File: src/rtl/fp32_mul_arbiter.sv
// rtl/fp32_mul_arbiter.sv - round-robin arbiter sharing one pipelined fp32_mul among NREQ requesters
//
// Purpose:
//   Grants at most one requester per cycle (round-robin from ptr), registers the
//   winning operands/rounding mode into fp32_mul, tracks in-flight operations with
//   a LATENCY-deep tag pipe and routes each result and its flags back to the
//   requester that issued it. Never stalls: the multiplier cannot stall either.
//
// Optional feature:
//   FP_MUL_ARB_STICKY_EN - when defined, per-requester sticky {nv,of,uf,nx}
//   accumulators exist and flag_clr clears them; when undefined sticky_flags is 0.
//
// Ports:
//   clk, rst                    clock, synchronous active-high reset
//   req_valid/req_ready [NREQ]  per-requester handshake (ready is the grant)
//   req_a, req_b [32*NREQ]      packed operands, slice i = [32i+31:32i]
//   req_rm [3*NREQ]             packed rounding modes, slice i = [3i+2:3i]
//   mul_a, mul_b, mul_rm        registered operands/rounding mode to fp32_mul
//   mul_result, mul_nv/of/uf/nx fp32_mul outputs, valid LATENCY cycles after input
//   resp_valid [NREQ]           one-hot response pulse
//   resp_result, resp_flags     shared response data {nv,of,uf,nx}
//   busy                        any operation issued and not yet responded
//   sticky_flags [4*NREQ]       accumulated flags per requester
//   flag_clr [NREQ]             clears sticky_flags slice i

module fp32_mul_arbiter #(
    parameter int NREQ    = 2,
    parameter int LATENCY = 3
) (
    input  logic                 clk,
    input  logic                 rst,
    input  logic [NREQ-1:0]      req_valid,
    output logic [NREQ-1:0]      req_ready,
    input  logic [32*NREQ-1:0]   req_a,
    input  logic [32*NREQ-1:0]   req_b,
    input  logic [3*NREQ-1:0]    req_rm,
    output logic [31:0]          mul_a,
    output logic [31:0]          mul_b,
    output logic [2:0]           mul_rm,
    input  logic [31:0]          mul_result,
    input  logic                 mul_nv,
    input  logic                 mul_of,
    input  logic                 mul_uf,
    input  logic                 mul_nx,
    output logic [NREQ-1:0]      resp_valid,
    output logic [31:0]          resp_result,
    output logic [3:0]           resp_flags,
    output logic                 busy,
    output logic [4*NREQ-1:0]    sticky_flags,
    input  logic [NREQ-1:0]      flag_clr
);

    localparam int IDW = (NREQ > 1) ? $clog2(NREQ) : 1;

    logic [IDW-1:0]     ptr;
    logic [IDW-1:0]     gid;
    logic               found;
    logic               hs;
    logic [IDW:0]       sum;
    logic [IDW-1:0]     idx;

    logic               iss_v;
    logic [IDW-1:0]     iss_id;
    logic [LATENCY-1:0] tag_v;
    logic [IDW-1:0]     tag_id [LATENCY];

    logic               out_v;

    // Round-robin search: first valid requester at or after ptr, wrapping mod NREQ.
    always_comb begin
        found = 1'b0;
        gid   = '0;
        sum   = '0;
        idx   = '0;
        for (int k = 0; k < NREQ; k++) begin
            sum = {1'b0, ptr} + (IDW+1)'(k);
            if (sum >= (IDW+1)'(NREQ)) begin
                sum = sum - (IDW+1)'(NREQ);
            end
            idx = sum[IDW-1:0];
            if (!found && req_valid[idx]) begin
                found = 1'b1;
                gid   = idx;
            end
        end
    end

    // Grant is suppressed during reset so nothing can be issued into a pipe being flushed.
    always_comb begin
        req_ready = '0;
        if (found && !rst) begin
            req_ready[gid] = 1'b1;
        end
    end

    assign hs = found & ~rst;

    always_ff @(posedge clk) begin
        if (rst) begin
            ptr    <= '0;
            iss_v  <= 1'b0;
            iss_id <= '0;
            mul_a  <= '0;
            mul_b  <= '0;
            mul_rm <= '0;
        end else begin
            iss_v <= hs;
            if (hs) begin
                ptr    <= (gid == IDW'(NREQ-1)) ? '0 : gid + 1'b1;
                iss_id <= gid;
                mul_a  <= req_a[32*gid +: 32];
                mul_b  <= req_b[32*gid +: 32];
                mul_rm <= req_rm[3*gid +: 3];
            end else begin
                // Idle cycles present zero operands so the multiplier sees quiet inputs.
                iss_id <= '0;
                mul_a  <= '0;
                mul_b  <= '0;
                mul_rm <= '0;
            end
        end
    end

    // Tag pipe mirrors the multiplier depth; it shifts every cycle since nothing stalls.
    always_ff @(posedge clk) begin
        if (rst) begin
            tag_v <= '0;
            for (int i = 0; i < LATENCY; i++) begin
                tag_id[i] <= '0;
            end
        end else begin
            tag_v[0]  <= iss_v;
            tag_id[0] <= iss_id;
            for (int i = 1; i < LATENCY; i++) begin
                tag_v[i]  <= tag_v[i-1];
                tag_id[i] <= tag_id[i-1];
            end
        end
    end

    // A tag reaching the end while rst is high belongs to a dropped operation.
    assign out_v = tag_v[LATENCY-1] & ~rst;

    always_comb begin
        resp_valid  = '0;
        resp_result = '0;
        resp_flags  = '0;
        if (out_v) begin
            for (int i = 0; i < NREQ; i++) begin
                resp_valid[i] = (tag_id[LATENCY-1] == IDW'(i));
            end
            resp_result = mul_result;
            resp_flags  = {mul_nv, mul_of, mul_uf, mul_nx};
        end
    end

    assign busy = iss_v | (|tag_v);

`ifdef FP_MUL_ARB_STICKY_EN
    logic [4*NREQ-1:0] sticky_q;

    // Clear and a same-cycle response together keep only the new flags.
    always_ff @(posedge clk) begin
        if (rst) begin
            sticky_q <= '0;
        end else begin
            for (int i = 0; i < NREQ; i++) begin
                if (flag_clr[i] && resp_valid[i]) begin
                    sticky_q[4*i +: 4] <= resp_flags;
                end else if (flag_clr[i]) begin
                    sticky_q[4*i +: 4] <= 4'b0000;
                end else if (resp_valid[i]) begin
                    sticky_q[4*i +: 4] <= sticky_q[4*i +: 4] | resp_flags;
                end
            end
        end
    end

    assign sticky_flags = sticky_q;
`else
    logic unused_flag_clr;

    assign unused_flag_clr = ^flag_clr;
    assign sticky_flags    = '0;
`endif

endmodule

File: config.mk
export PLATFORM = sky130hd
export DESIGN_NAME = fp32_mul_arbiter
export DESIGN_NICKNAME = d
export VERILOG_FILES = /design/src/rtl/fp32_mul_arbiter.sv
export SDC_FILE = /design/constraint.sdc
export NUM_CORES = 1
export LEC_CHECK = 0
export CAP_MARGIN = 20
export CORE_AREA = 2 2 115 117
export CTS_BUF_LIST = sky130_fd_sc_hd__clkbuf_8
export DETAILED_ROUTE_END_ITERATION = 16
export DIE_AREA = 0 0 117 119
export GPL_TIMING_DRIVEN = 0
export PLACE_DENSITY = 0.72
export SYNTH_ARGS = -nofsm -noshare
export SYNTH_HDL_FRONTEND = slang
export SYNTH_SLANG_ARGS = --single-unit
File: constraint.sdc
create_clock -name clk -period 1.2 [get_ports clk]
set_input_delay 0.24 -clock clk [delete_from_list [all_inputs] [get_ports clk]]
set_output_delay 0.24 -clock clk [all_outputs]
set_load 0.02 [all_outputs]
==> results.ini <==
[detailed_routing]
final_antenna_net_count=0
routed_via_density=4.509
num_vias=3652
drtIter0Drc=130
drt_wl_total_um=13460
drc=0
wire_per_inst_um=16.62
first_pass_iters=4

[power_and_ir_drop]
leakage_nw=2.816
vdd_drop_max_mv=0.5792
power_density_nw_per_um2=933.8

[yosys]
ys_top_cells_by_area=dfxtp_1, a32oi_1, nor2_1
syn_inst=311
synth.avg_cell_area_sq_um=9.531
netlist_area_sq_um=2964
synth_largest_area_cell=dfxtp_1
yosys_warnings=0
synth_cell_types=15
yosysSeqAreaShare=0.5133
synth_top_area_share=0.5133
ys_ff_latch=76

[clocking]
h-tree-depth=3
clkTransAtPathRegs_ps=70
cts_buffer_depth=2
hold_buffers=0
root_buffer=clkbuf_8
clock_latency_ps=350
cts_tree=built
cts_made_buffers=9
cts.sinks=76

[die]
initial_core_util=0.2302
die_h_um=119
io_pins=292
die_w_um=117
placementRows=42
die_area_sq_um=13920
core_area_sq_um=12870

[worst_setup_path]
cp.buffers_inverters=3
cp.required_ps=960
cp-start-kind=register
worstSetupPathType=register to output pin
critPathMaxFanout=7
crit_slowest_cell=dfxtp_2
critPathTopFamily=buffers and inverters
crit_path_frequent_cell=buf_6
cp-end-kind=output pin
critPathArrivalTime_ps=1380
crit_chain=nor2b_4, buf_6, buf_6, and2_4, buf_6
max_stage_delay_ps=330

[final_layout]
regArea_sq_um=1526
nFillCells=1163
final_cell_count_no_fill=810
final_nets=805
drive_above_1_share=0.3918
multi_input_area_sq_um=1597
syn2layout_area_growth_pct=128.2
layout_commonest_cell=clkdlybuf4s50_1
final_core_util=0.5255
final_cell_mix=clkdlybuf4s50_1, dfxtp_1, nor2_1

[status]
violations=negative setup slack
status=finished with violations

[grt]
grt_pass1_wl_um=18970
antenna_found_initial=1
grt_max_degree=12
grtUsageTotal=0.1811
overflow=0
grt_pass1_vias=3607

[timing]
skew_ps=9.557
final.period_utilization=1.352
setup_ws_ps=-422.7
period_minus_slack_ps=1623
fin_tns_setup_ps=-27930
holdWs_ps=380.2
rsz0062_at_grt=yes
fmax_ghz=0.6163
hold_viol=0
slew_headroom=0.5715
setup_viol=108
slew_viol_final=0
worst_pin_slew_ps=642.7

[place]
dp_cells=773
io_buffers=279
gp_congestion=0.8160
place_ws_ps=-1247
hpwl_um=9833

[hold_path]
hp-class=input pin to register

[run]
drv_cap=0

==> final cells by class <==
cell class,instances,share of cell area
Clock inverter,4,0.002589
Sequential cell,76,0.2256
Timing Repair Buffer,302,0.4318
Buffer,42,0.04864
Clock buffer,11,0.02238
Tap cell,176,0.03255
Antenna cell,1,0.0003699
Multi-Input combinational cell,198,0.2360
==> cells in the mapped netlist <==
| cell | number |
|---|---|
| a211oi_1 | 1 |
| a21boi_2 | 1 |
| a32oi_1 | 67 |
| and2_1 | 37 |
| buf_2 | 17 |
| buf_4 | 9 |
| buf_6 | 5 |
| clkbuf_1 | 13 |
| conb_1 | 1 |
| dfxtp_1 | 76 |
| nand2_1 | 1 |
| nand2b_1 | 1 |
| nor2_1 | 72 |
| nor2b_1 | 9 |
| or4_1 | 1 |
==> metal layers <==
metal,share of wire,global-route usage,vias to the layer above
met5,0,0,-
met4,0.021,0.07574,0
met3,0.089,0.05140,20
met2,0.54,0.3378,180
met1,0.35,0.1844,1719
li1,-,-,1733
==> worst paths after layout <==
| check | from | end | slack (ps) | cells after the start |
|---|---|---|---|---|
| worst max-delay path | tag_v[2] | resp_result[15] | -420 | 5 |
| worst min-delay path | req_valid[0] | ptr | 380 | 3 |
| worst max register to register | ptr | mul_a[27] | -240 | 7 |
| worst min register to register | tag_id[0][1] | tag_id[0][2] | 450 | 1 |
==> through the flow <==
| step | instance area, sq um | power, mW |
|---|---|---|
| CTS | 6650 | 6.333 |
| detailed placement | 6111 | 4.451 |
| finish | 6765 | 6.317 |
| global route | 6765 | 6.628 |
| floorplan | 3098 | 3.437 |
| global placement | 6111 | 4.421 |
==> worst register-to-register path, cell delays in order, from the launching register on <==
cell and delay [ps]:
dfxtp_4 360, nand2b_4 150, buf_6 120, buf_6 120, buf_12 140, buf_8 140, a32oi_2 200, nor2_1 80
==> cells by family after synthesis <==
logic type             after synthesis  share of synthesized area
buffers and inverters               44                    0.08695
AND/OR/NAND/NOR                    121                     0.1942
other                                1                   0.001265
AO/OA/AOI/OAI                       69                     0.2043
flip-flops                          76                     0.5133
==> registers in the layout, summed over array words and instances (netlist names) <==
register	count
iss_id	1
iss_v	1
mul_a	32
mul_b	32
mul_rm	3
ptr	1
tag_id	3
tag_v	3
==> repair_timing <==
item | 4_1_cts | 5_1_grt
endpoints found under the hold margin | 0 | 0
cloned | 9 | 0
resized for setup | 513 | 68
pin swaps | 41 | 36
buffers inserted | 9 | 8
setup endpoints to repair | 175 | 132
==> power breakdown <==
group	internal, mW	total (mW)	switching, mW
registers	2.68	2.72	0.0411
logic	1.05	1.87	0.820
clock network	0.831	1.73	0.897
total	4.56	6.32	1.76
Power figures use the tool's default switching activity.
